===== config.mk =====
export PLATFORM = sky130hd
export DESIGN_NAME = hazard_ctrl
export DESIGN_NICKNAME = d
export VERILOG_FILES = /design/src/rtl/hazard_ctrl_pkg.sv /design/src/rtl/hazard_detect.sv /design/src/rtl/hazard_ctrl.sv
export SDC_FILE = /design/constraint.sdc
export NUM_CORES = 1
export LEC_CHECK = 0
export CAP_MARGIN = 20
export CORE_AREA = 2 2 50 52
export DETAILED_ROUTE_END_ITERATION = 7
export DIE_AREA = 0 0 52 54
export DONT_BUFFER_PORTS = 1
export GPL_ROUTABILITY_DRIVEN = 0
export PLACE_DENSITY = 0.67
export SLEW_MARGIN = 20
export SYNTH_ARGS = -nofsm -noshare
export SYNTH_HDL_FRONTEND = slang
export SYNTH_SLANG_ARGS = --single-unit
export TNS_END_PERCENT = 1

===== constraint.sdc =====
create_clock -name CLK -period 1.7 [get_ports CLK]
set_input_delay 0.34 -clock CLK [delete_from_list [all_inputs] [get_ports CLK]]
set_output_delay 0.34 -clock CLK [all_outputs]
set_load 0.005 [all_outputs]

===== src/rtl/hazard_ctrl_pkg.sv =====
// Shared CPU types for the pipeline sequencer: hazard FSM states, register-select type,
// and the width of the optional performance counters.
package hazard_ctrl_pkg;

  localparam int unsigned REG_W      = 5;
  localparam int unsigned PERF_CNT_W = 32;

  typedef logic [REG_W-1:0] regbits_t;

  typedef enum logic [1:0] {
    RUN      = 2'd0,
    MEM_WAIT = 2'd1,
    HALTED   = 2'd2
  } hz_state_t;

endpackage


===== src/rtl/hazard_detect.sv =====
// Load-use comparator: flags an EX-stage load whose destination feeds an ID-stage source.
// Purely combinational so forwarding logic can reuse it.
module hazard_detect
  import hazard_ctrl_pkg::*;
#(
  parameter int unsigned REGW = REG_W
) (
  input  logic            ex_dREN,
  input  logic [REGW-1:0] ex_rd,
  input  logic [REGW-1:0] id_rs,
  input  logic [REGW-1:0] id_rt,
  output logic            lu_hazard
);

  // Register 0 is hard-wired zero, so a load targeting it never creates a dependency.
  always_comb begin
    lu_hazard = ex_dREN && (ex_rd != '0) && ((ex_rd == id_rs) || (ex_rd == id_rt));
  end

endmodule


===== src/rtl/hazard_ctrl.sv =====
// Pipeline sequencer: per-latch enable/flush and PC enable from memory waits, load-use,
// redirect and halt. Define HAZARD_PERF_EN to build the stall/flush/wait counters.
module hazard_ctrl
  import hazard_ctrl_pkg::*;
#(
  parameter int unsigned REGW = REG_W,
  parameter int unsigned CNTW = PERF_CNT_W
) (
  input  logic            CLK,
  input  logic            nRST,
  input  logic            ihit,
  input  logic            dhit,
  input  logic            mem_dREN,
  input  logic            mem_dWEN,
  input  logic            mem_halt,
  input  logic            ex_dREN,
  input  logic [REGW-1:0] ex_rd,
  input  logic [REGW-1:0] id_rs,
  input  logic [REGW-1:0] id_rt,
  input  logic            ex_redirect,
  output logic            pc_en,
  output logic            en_ifid,
  output logic            en_idex,
  output logic            en_exmem,
  output logic            en_memwb,
  output logic            flush_ifid,
  output logic            flush_idex,
  output logic            flush_exmem,
  output logic            halt,
  output logic [CNTW-1:0] stall_cnt,
  output logic [CNTW-1:0] flush_cnt,
  output logic [CNTW-1:0] wait_cnt
);

  hz_state_t state;
  logic      memop;
  logic      adv;
  logic      lu_hazard;
  logic      lu_bubble;
  logic      redirect;

  hazard_detect #(.REGW(REGW)) u_detect (
    .ex_dREN   (ex_dREN),
    .ex_rd     (ex_rd),
    .id_rs     (id_rs),
    .id_rt     (id_rt),
    .lu_hazard (lu_hazard)
  );

  always_comb begin
    memop = mem_dREN | mem_dWEN;
    unique case (state)
      RUN:      adv = memop ? dhit : ihit;
      MEM_WAIT: adv = dhit;
      default:  adv = 1'b0;
    endcase

    pc_en       = adv;
    en_ifid     = adv;
    en_idex     = adv;
    en_exmem    = adv;
    en_memwb    = adv;
    flush_ifid  = 1'b0;
    flush_idex  = 1'b0;
    flush_exmem = 1'b0;
    lu_bubble   = 1'b0;
    redirect    = 1'b0;

    // Redirect squashes the stalled ID instruction, so it outranks load-use; load-use must
    // hold IF/ID, so it outranks the fetch-retry bubble.
    if (adv) begin
      if (ex_redirect) begin
        flush_ifid = 1'b1;
        flush_idex = 1'b1;
        redirect   = 1'b1;
      end else if (lu_hazard) begin
        pc_en      = 1'b0;
        en_ifid    = 1'b0;
        flush_idex = 1'b1;
        lu_bubble  = 1'b1;
      end else if (memop && !ihit) begin
        flush_ifid = 1'b1;
        pc_en      = 1'b0;
      end
      if (mem_halt) flush_exmem = 1'b1;
    end
  end

  always_ff @(posedge CLK or negedge nRST) begin
    if (!nRST) begin
      state <= RUN;
      halt  <= 1'b0;
    end else begin
      unique case (state)
        RUN: begin
          if (adv && mem_halt) begin
            state <= HALTED;
            halt  <= 1'b1;
          end else if (memop && !dhit) begin
            state <= MEM_WAIT;
          end
        end
        MEM_WAIT: begin
          if (adv && mem_halt) begin
            state <= HALTED;
            halt  <= 1'b1;
          end else if (dhit) begin
            state <= RUN;
          end
        end
        default: state <= HALTED;
      endcase
    end
  end

`ifdef HAZARD_PERF_EN
  always_ff @(posedge CLK or negedge nRST) begin
    if (!nRST) begin
      stall_cnt <= '0;
      flush_cnt <= '0;
      wait_cnt  <= '0;
    end else if (state != HALTED) begin
      if ((!adv || lu_bubble) && (stall_cnt != '1)) stall_cnt <= stall_cnt + 1'b1;
      if (redirect && (flush_cnt != '1))            flush_cnt <= flush_cnt + 1'b1;
      if ((state == MEM_WAIT) && (wait_cnt != '1))  wait_cnt  <= wait_cnt + 1'b1;
    end
  end
`else
  assign stall_cnt = '0;
  assign flush_cnt = '0;
  assign wait_cnt  = '0;
`endif

endmodule


== After elaboration in Yosys (flattened, before gate mapping) ==
Index checks and enable logic that the tools add are counted.

* Reduce and logical (&&, ||, !) cells: 13
* Equality and inequality tests: 5
* Bitwise logic cells: 1
* Multiplexer cells: 23

{| class="wikitable"
|+ Operators by type and width
! kind !! number
|-
| 1-bit two-way mux || 17
|-
| 5-bit equality test || 2
|-
| 2-bit two-way mux || 4
|-
| 3-bit != test, second input constant || 2
|-
| 1-bit logical AND || 5
|-
| 5-bit nonzero test || 1
|-
| 2-bit case mux with 2 select lines || 1
|-
| 2-bit AND reduction || 2
|-
| 2-bit by 1-bit equality test with 1-bit output, second input constant || 1
|-
| 1-bit logical NOT || 2
|-
| 2-bit logical NOT || 1
|-
| 1-bit case mux with 2 select lines || 1
|-
| 2-bit OR reduction || 1
|-
| 1-bit logical OR || 1
|-
| 1-bit OR || 1
|}

* Flip-flop bits (word level): 3
* Input bits: 24
* Output and inout port bits: 105

== Longest topological paths before layout ==
Gate-level depths: netlist of run 1.

* Depth after elaboration: 6
* Gate-level depth with buffers: 4
* Mapped depth without buffers: 4

== Cells and area by module ==
Synthesis of run 1 repeated with hierarchy kept, for this count alone.

* Cell total of the unflattened synthesis: 138
* Area total of the unflattened synthesis: 1,052.3 um2

{| class="wikitable"
|+ Modules (own cells, without submodules)
! module !! area each (um2) !! times used !! cells each
|-
| hazard_ctrl || 927.1 || 1 || 121
|-
| hazard_detect || 125.1 || 1 || 17
|}

== Worst setup path before layout of run 1 ==
Ideal clock, no wire load.

* Path kind: in2out
* Start point: input mem_dWEN
* End point: output flush_idex
* Slack: -0.043 ns
* Arrival: 1.403 ns
* Stages: 4
* Path buffers: 0
* Cell sequence: or4b_4 > a21oi_4 > o311a_1 > a22o_2

* Longest elaborated chain between the ends: 4

{| class="wikitable"
|+ RTL lines
! what !! RTL line !! source
|-
| start, declared || hazard_ctrl.sv:14 || <nowiki>input logic mem_dWEN,</nowiki>
|-
| 1-bit OR || hazard_ctrl.sv:51 || <nowiki>memop = mem_dREN | mem_dWEN;</nowiki>
|-
| 1-bit two-way mux || hazard_ctrl.sv:53 || <nowiki>RUN: adv = memop ? dhit : ihit;</nowiki>
|-
| 1-bit case mux with 2 select lines || hazard_ctrl.sv:52 || <nowiki>unique case (state)</nowiki>
|-
| net en_exmem || hazard_ctrl.sv:24 || <nowiki>output logic en_exmem,</nowiki>
|-
| 1-bit two-way mux || hazard_ctrl.sv:71 || <nowiki>if (adv) begin</nowiki>
|-
| end, declared || hazard_ctrl.sv:27 || <nowiki>output logic flush_idex,</nowiki>
|}

The timed path passes the listed nets, and every way through them passes these cells.

== Worst setup path in the final report of run 1 ==
* Start point: register state[0]
* End point: output flush_idex

* Longest elaborated chain between the ends: 3
* Elaborated cells on any way between the ends: 4

{| class="wikitable"
|+ RTL lines
! what !! RTL line !! source
|-
| start, declared || hazard_ctrl.sv:35 || <nowiki>hz_state_t state;</nowiki>
|-
| start signal, assigned || hazard_ctrl.sv:91 || <nowiki>state <= RUN;</nowiki>
|-
| start signal, assigned || hazard_ctrl.sv:97 || <nowiki>state <= HALTED;</nowiki>
|-
| start signal, assigned || hazard_ctrl.sv:100 || <nowiki>state <= MEM_WAIT;</nowiki>
|-
| 2-bit by 1-bit equality test with 1-bit output / 2-bit logical NOT (equally long branches) || hazard_ctrl.sv:52 ||
|-
| 1-bit case mux with 2 select lines * || hazard_ctrl.sv:52 ||
|-
| 1-bit two-way mux * || hazard_ctrl.sv:71 ||
|}

Mark *: on every way between the ends. The rest lies on a longest branch, timed or not.

==> metrics.txt, run 1 <==
H-Tree Depth=1; First-pass DRT Iterations=2; Final WS setup=-269 ps; Period Utilization, post-route=116%; dominant cells by area after synthesis=buf_4 (69%), xnor2_1 (8.2%), dfrtp_1 (7.0%), o311a_1 (1.9%), a21oi_4 (1.5%); Synth area leader=buf_4; area grow syn2layout=-24.4%; diodes inserted=0; static leakage=0.457 nW; share of the synthesized area in the top cell type=68.7%; final net count=167; initial antenna violation count=0; worst min path class=primary input to register; num ports=129; synth unique cells=21; Maximum Capacitance Violations=0; Filler Cell Count=257; Die ar.=2810 µm²; total gr overflow=0; Syn Area/Cell=7.82 µm²; post-route cell area=810 µm²; worst path required time=1360 ps; pin count of the biggest net entering global routing=7; type of origin of the critical path=register; clock skew=1.80 ps; vias=571; CTS Buffer Depth=2; post-CTS setup buffer count=0; initial core utilization=46.2%; synth warn=0; Reg clk slew, reported paths=40 ps; post-synthesis sequential area ratio=7.01%; final WL=1.44 mm; power per cell area=468 nW/µm²; drt initial violations=1; GRT Resource Usage Total=9.04%; core area=2320 µm²; status=complete, but fails checks; Post-DRT Antenna Nets=0; CP endpoint kind=output pin; Place WS=-62.7 ps; Final Hold Viols=0; # DRC=0; Syn Inst Count=137; Synth Cell Area=1070 µm²; Peak VDD IR=0.349 mV; Clk Latency, worst-skew pair=230 ps; Site Rows=18; vias per cell=3.32; clock root buffer=clkbuf_4; crit path kind=register to output pin; Final setup viols=8; Final Util=34.9%; port buffer count=0; RSZ-0062 raised after global routing=true; maximum clock frequency=508 MHz; DP HPWL=1.31 mm; Clock Sinks=3; routed len/inst=8.36 µm; crit path DAT=1630 ps; fraction of layout cells with a size suffix above 1=10.6%; Yosys reg bits=3; vias in the first global route=435; Final min period=1970 ps; CP Max Fanout=6; placed inst area=752 µm²; first-pass GRT wire length=1.75 mm; CTS tree=built; Slew Limit Fails=0; CTS Buf Count=3; failing checks=setup timing; die width=52 µm; die height=54 µm
synthesized netlist by cell type:
master and n:
conb_1 1, inv_1 1, nor2_1 2, nand3_1 2
or4b_4 1, nand2_1 2, a22o_2 1, o21ai_0 1
or3_1 1, a21boi_0 1, buf_4 98, xnor2_1 10
o22ai_1 1, nor3_1 2, and2_2 1, o31ai_1 2
a21oi_4 1, dfrtp_1 3, or2_2 2, a21oi_1 2
o311a_1 2
final timing paths:
check                                      from                   end  slack [ps]  depth (start not counted)
max in group asynchronous                  nRST      halt$_DFFE_PN0P_        1200                          1
hold / removal                             dhit  state[0]$_DFFE_PN0P_         170                          1
hold reg to reg            state[1]$_DFFE_PN0P_  state[0]$_DFFE_PN0P_         500                          1
setup reg to reg           state[0]$_DFFE_PN0P_  state[1]$_DFFE_PN0P_         120                          6
min in group asynchronous                  nRST  state[1]$_DFFE_PN0P_         360                          1
setup / recovery           state[0]$_DFFE_PN0P_            flush_idex        -270                          4
repair_timing:
item / in CTS / in global routing
resized for setup: 4 / 2
pin swaps: 0 / 0
endpoints found under the setup margin: 10 / 10
hold endpoints to repair: 3 / 0
hold buffers: 1 / 0
report_power, final:
| group | internal, mW | total, mW | leakage (nW) | switching, mW |
|---|---|---|---|---|
| sequential | 0.0857 | 0.0986 | 0.0334 | 0.0130 |
| clock | 0.0880 | 0.126 | 0.0150 | 0.0379 |
| combinational | 0.0593 | 0.154 | 0.409 | 0.0949 |
cell usage in the layout (no fill, tap or decap):
cell type	instances
a21boi_2	1
a21oi_1	1
a21oi_2	1
a21oi_4	1
a22o_2	1
and2_2	1
buf_4	3
clkbuf_1	1
clkbuf_4	3
conb_1	96
dfrtp_1	3
dlygate4sd3_1	1
inv_1	1
nand2_1	2
nand3_1	2
nor2_1	2
nor3_1	2
o21ai_1	1
o22ai_1	1
o311a_1	2
o31ai_1	1
o31ai_4	1
or2_2	2
or3_1	1
or4b_4	1
xnor2_1	10
logic make-up (layout without fill, tap and decap cells):
logic type | count (synthesis) | count (layout) | synth area share [%]
other | 1 | 96 | 0.350
buffers and inverters | 99 | 9 | 69.0
flip-flops | 3 | 3 | 7.01
AO/OA/AOI/OAI | 11 | 11 | 8.41
AND/OR/NAND/NOR | 13 | 13 | 7.01
XOR/XNOR | 10 | 10 | 8.18
critical path: stages, from the launching register on:
cell	delay, ps
dfrtp_1	370
or4b_4	500
a21oi_4	200
o311a_1	190
a22o_2	130
state kept, by name (all words and copies together), names as in the netlist:
| register | flops |
|---|---|
| state | 2 |
| halt | 1 |
cell type report:
type	count	area [µm²]	share of cell area, %
Inverter	1	3.75	0.464
Clock buffer	4	26.3	3.25
Tap cell	30	37.5	4.64
Sequential cell	3	75.1	9.27
Multi-Input combinational cell	130	634	78.4
Timing Repair Buffer	4	32.5	4.02
through the flow:
step | setup TNS (ps) | hold slack [ps] | std cells | power, mW
after floorplan | -42.8 | 44.4 | 232 | 0.381
after global placement | -206 | 44.5 | 167 | 0.239
after detailed placement | -244 | 44.5 | 167 | 0.241
after CTS | -2000 | 167 | 172 | 0.378
after global routing | -2520 | 173 | 172 | 0.422
final | -1770 | 173 | 172 | 0.379
metal layers:
layer  up-vias  GRT usage (%)  part of all wire [%]
li1        252              -                     -
met1       256           6.12                    27
met2        61           17.5                    55
met4         0           7.89                   1.1
met5         -              0                     0
met3         2           4.72                    17
Note: power is estimated with default switching activity, not from simulation.
==> inputs of run 2 (changes only) <==
- CTS_BUF_LIST: default -> sky130_fd_sc_hd__clkbuf_4 sky130_fd_sc_hd__clkbuf_8 sky130_fd_sc_hd__clkbuf_16
==> run 2 against run 1 <==
The run still ends with setup timing left. Largest power group unchanged. Total power is 4.2% higher. Critical path depth unchanged. Clock power rose by 13%. Critical path type unchanged. Non-clock buffer count did not move.
==> metrics.txt, run 2 (synthesized netlist as in run 1, its figures left out) <==
max reg flops=2; Seq pwr share=25.0%; static leakage=0.460 nW; Clk Latency, worst-skew pair=230 ps; GRT Resource Usage Total=9.04%; status=complete, but fails checks; cell internal pwr=249 µW; Filler Cell Count=257; clock group share of total power=35.9%; total gr overflow=0; power per cell area=485 nW/µm²; most common cell after layout, fill and taps aside=conb_1; Final min period=1970 ps; final WL=1.44 mm; worst path required time=1360 ps; first-pass GRT wire length=1.75 mm; crit path kind=register to output pin; Final Hold Viols=0; port buffer count=0; First-pass DRT Iterations=2; Post-DRT Antenna Nets=0; pin count of the biggest net entering global routing=7; failing checks=setup timing; Final WS setup=-269 ps; initial core utilization=46.2%; Slew Limit Fails=0; Clock Sinks=3; Largest Register=state; Site Rows=18; die height=54 µm; CTS Buffer Depth=2; Maximum Capacitance Violations=0; diodes inserted=0; clock skew=1.90 ps; Top Registers=state x2, halt x1; maximum clock frequency=508 MHz; CTS tree=built; DP HPWL=1.31 mm; crit path DAT=1630 ps; fraction of layout cells with a size suffix above 1=11.3%; final net count=167; num ports=129; clock root buffer=clkbuf_4; Final Power=395 µW; routed len/inst=8.35 µm; Period Utilization, post-route=116%; Net Sw Power=146 µW; Reg clk slew, reported paths=40 ps; Switching Fraction=36.9%; setup TNS=-1770 ps; vias=571; vias in the first global route=435; area grow syn2layout=-24.1%; # DRC=0; Peak VDD IR=0.351 mV; combinational share of power=39.1%; CP Max Fanout=6; type of origin of the critical path=register; die width=52 µm; core area=2320 µm²; H-Tree Depth=1; Die ar.=2810 µm²; CTS Buf Count=3; most frequent cells in the layout=conb_1 (96), xnor2_1 (10), clkbuf_4 (4), dfrtp_1 (3), buf_4 (3); CP endpoint kind=output pin; Place WS=-62.7 ps; Final setup viols=8; vias per cell=3.32; RSZ-0062 raised after global routing=true; worst min path class=primary input to register; drt initial violations=1; initial antenna violation count=0
[run 2: final cells by class]
cell class | instances | area (µm²) | area share, %
clock buffers | 4 | 30.0 | 3.69
repair buffers | 4 | 32.5 | 4.00
well taps | 30 | 37.5 | 4.62
multi-input cells | 130 | 634 | 78.0
flip-flops and latches | 3 | 75.1 | 9.23
inverters | 1 | 3.75 | 0.462
[run 2: per-stage QoR]
step	hold WS, ps	std cells	cell area [µm²]	utilization [%]
after global placement	44.5	167	752	32.4
final	173	172	813	35.1
after global routing	173	172	813	35.1
after CTS	167	172	801	34.5
after detailed placement	44.5	167	752	32.4
after floorplan	44.4	232	1430	-
[run 2: power groups by stage]
stage	combinational [mW]	sequential [mW]	clock [mW]
5_1_grt	0.183	0.102	0.154
3_3_place_gp	0.140	0.0998	0
6_report	0.154	0.0986	0.142
4_1_cts	0.147	0.0991	0.148
3_5_place_dp	0.140	0.100	0
2_1_floorplan	0.284	0.0969	0
[run 2: repair_timing]
| item | CTS | global route |
|---|---|---|
| buffers inserted | 0 | 0 |
| endpoints found under the setup margin | 10 | 10 |
| gates resized for setup | 4 | 2 |
| hold buffers | 1 | 0 |
| hold endpoints to repair | 3 | 0 |
[run 2: path summary, 6_finish.rpt]
kind	start	to	slack, ps	cells past startpoint
min	dhit	state[0]$_DFFE_PN0P_	170	1
max reg2reg	state[0]$_DFFE_PN0P_	state[1]$_DFFE_PN0P_	120	6
min in group asynchronous	nRST	state[1]$_DFFE_PN0P_	360	1
max	state[0]$_DFFE_PN0P_	flush_idex	-270	4
max in group asynchronous	nRST	halt$_DFFE_PN0P_	1200	1
min reg2reg	state[1]$_DFFE_PN0P_	state[0]$_DFFE_PN0P_	500	1
[run 2: worst max-delay path: stages, from the launching register on]
cell and delay, ps:
dfrtp_1 370, or4b_4 500, a21oi_4 200, o311a_1 190
a22o_2 130
[run 2: metal layers]
metal,up-vias,wire length (µm),global-route usage [%]
met1,256,386,6.12
met4,0,16,7.89
met5,-,0,0
met2,61,790,17.5
li1,252,-,-
met3,2,243,4.72
==> inputs of run 3 (changes only) <==
- ABC_AREA: default -> 1
- clock period: 1.7 -> 2.2 ns (I/O delays scaled with it)
==> run 3 against run 2 <==
The run now ends clean. Utilization increased by 0.86 points. Clock-buffer cell count unchanged. Total power decreased by 26%. Sequential share of layout area decreased by 0.22 points. Non-clock buffer count decreased by 3. Area after synthesis increased by 6.0%. Combinational power decreased by 30%. Final cell count increased by 19%. Wire length decreased by 3.3%. Critical endpoint is now flush_ifid.
==> metrics.txt, run 3 <==
status=finished, final reports clean; DP HPWL=1.25 mm; diodes inserted=0; Reg clk slew, reported paths=30 ps; CTS tree=built; initial core utilization=48.9%; Syn Inst Count=173; Final Power=293 µW; Clk Latency, worst-skew pair=240 ps; power per cell area=352 nW/µm²; die height=54 µm; num ports=129; max reg flops=2; final WL=1.39 mm; area grow syn2layout=-26.6%; hold path depth=2; Synth area leader=buf_4; port buffer count=0; placed inst area=793 µm²; RSZ-0062 raised after global routing=false; Peak VDD IR=0.486 mV; crit path DAT=1300 ps; top-count cell post-synth=buf_4; post-synthesis sequential area ratio=6.62%; CTS Buf Count=3; First-pass DRT Iterations=4; Final WS setup=457 ps; drt initial violations=2; # DRC=0; most frequent cells in the layout=conb_1 (96), nand2_1 (25), inv_1 (17), nor2_1 (12), clkbuf_4 (4); clock skew=9.92 ps; Largest Register=state; vias in the first global route=401; vias per cell=3.13; PostCTS Resize Cnt=0; placed insts=200; hold_buf cts=1; type of origin of the critical path=register; fraction of layout cells with a size suffix above 1=5.14%; Synth top cells by count=buf_4 (98), nand2_1 (25), inv_1 (17), nor2_1 (12); Slew Limit Fails=0; core area=2320 µm²; H-Tree Depth=1; Die ar.=2810 µm²; synth unique cells=18; Final min period=1740 ps; r2r setup slk=1080 ps; Period Utilization, post-route=79.2%; Place WS=544 ps; Final Util=35.9%; post-CTS setup buffer count=0; Final Hold Viols=0; Final setup viols=0; maximum clock frequency=574 MHz; CP endpoint kind=output pin; fin cells=205; setup TNS=0 ps; Post-DRT Antenna Nets=0; reg2reg path depth=6; most common cell after layout, fill and taps aside=conb_1; pin count of the biggest net entering global routing=5; vias=642; routed len/inst=6.78 µm; worst hold slack=404 ps; post-route cell area=833 µm²; Top Registers=state x2, halt x1; dominant cells by area after synthesis=buf_4 (65%), nand2_1 (8.3%), dfrtp_1 (6.6%), inv_1 (5.6%), nor2_1 (4.0%); Site Rows=18; number of flops mapped to enable cells by yosys=0; ys async rst share=100%; die width=52 µm; Maximum Capacitance Violations=0; static leakage=0.589 nW; Yosys reg bits=3; Main synth FF type=dfrtp_1; initial antenna violation count=0; Clock Sinks=3; first-pass GRT wire length=1.76 mm; CP Max Fanout=4; final net count=200; Syn Area/Cell=6.56 µm²; CTS Buffer Depth=2; crit path kind=register to output pin; synth warn=0; total gr overflow=0; worst min path class=primary input to register; worst path required time=1760 ps; Synth Cell Area=1130 µm²; GRT Resource Usage Total=8.45%; share of the synthesized area in the top cell type=64.8%; clock root buffer=clkbuf_4
==> run 3: changes by cell type after synthesis, sizes merged, moves of 2 or more <==
cell	previous run	this run
inv	1	17
nand2	2	26
nor2	2	14
o311a	2	0
o31ai	2	0
xnor2	10	2
==> run 3: report_power, final <==
part | total [mW] | leakage (nW) | switching (mW) | internal (mW)
clock | 0.114 | 0.0184 | 0.0338 | 0.0806
combinational | 0.108 | 0.537 | 0.0785 | 0.0296
sequential | 0.0707 | 0.0333 | 0.00580 | 0.0649
total | 0.293 | 0.589 | 0.118 | 0.175
==> run 3: final cells by class <==
cell class                 instances  area [µm²]
fill                             268        1490
multi-input combinational        149         613
sequential                         3        75.1
inverter                          18        67.6
tap                               30        37.5
clock buffer                       4        30.0
timing repair buffer               1        10.0
==> run 3: kinds of logic after synthesis <==
kind of cell / count (synthesis) / share of synthesized area [%]
buf+inv: 116 / 70.8
simple gates: 47 / 18.4
compound gates: 4 / 2.31
flops: 3 / 6.62
xor+xnor: 2 / 1.54
other cells: 1 / 0.330
==> run 3: final timing paths <==
check,from,to
max in group asynchronous,nRST,state[0]$_DFFE_PN0P_
worst max register to register,state[0]$_DFFE_PN0P_,state[0]$_DFFE_PN0P_
worst min register to register,state[1]$_DFFE_PN0P_,state[1]$_DFFE_PN0P_
worst max-delay path,state[0]$_DFFE_PN0P_,flush_ifid
worst min-delay path,dhit,state[0]$_DFFE_PN0P_
min in group asynchronous,nRST,halt$_DFFE_PN0P_
==> run 3: routing by layer <==
| metal | global-route usage, % | share of wire (%) | vias to the layer above |
|---|---|---|---|
| met5 | 0 | 0 | - |
| met4 | 0 | 0 | 0 |
| met3 | 4.44 | 18 | 0 |
| met2 | 13.7 | 48 | 67 |
| met1 | 10.6 | 34 | 254 |
| li1 | - | - | 321 |
==> run 3: worst max-delay path: stages, from the launching register on <==
cell      delay, ps
dfrtp_1         380
nor2_1           90
a21oi_1          90
nand2_2         120
clkinv_1        170
nand2_1         150
nor2_1           60
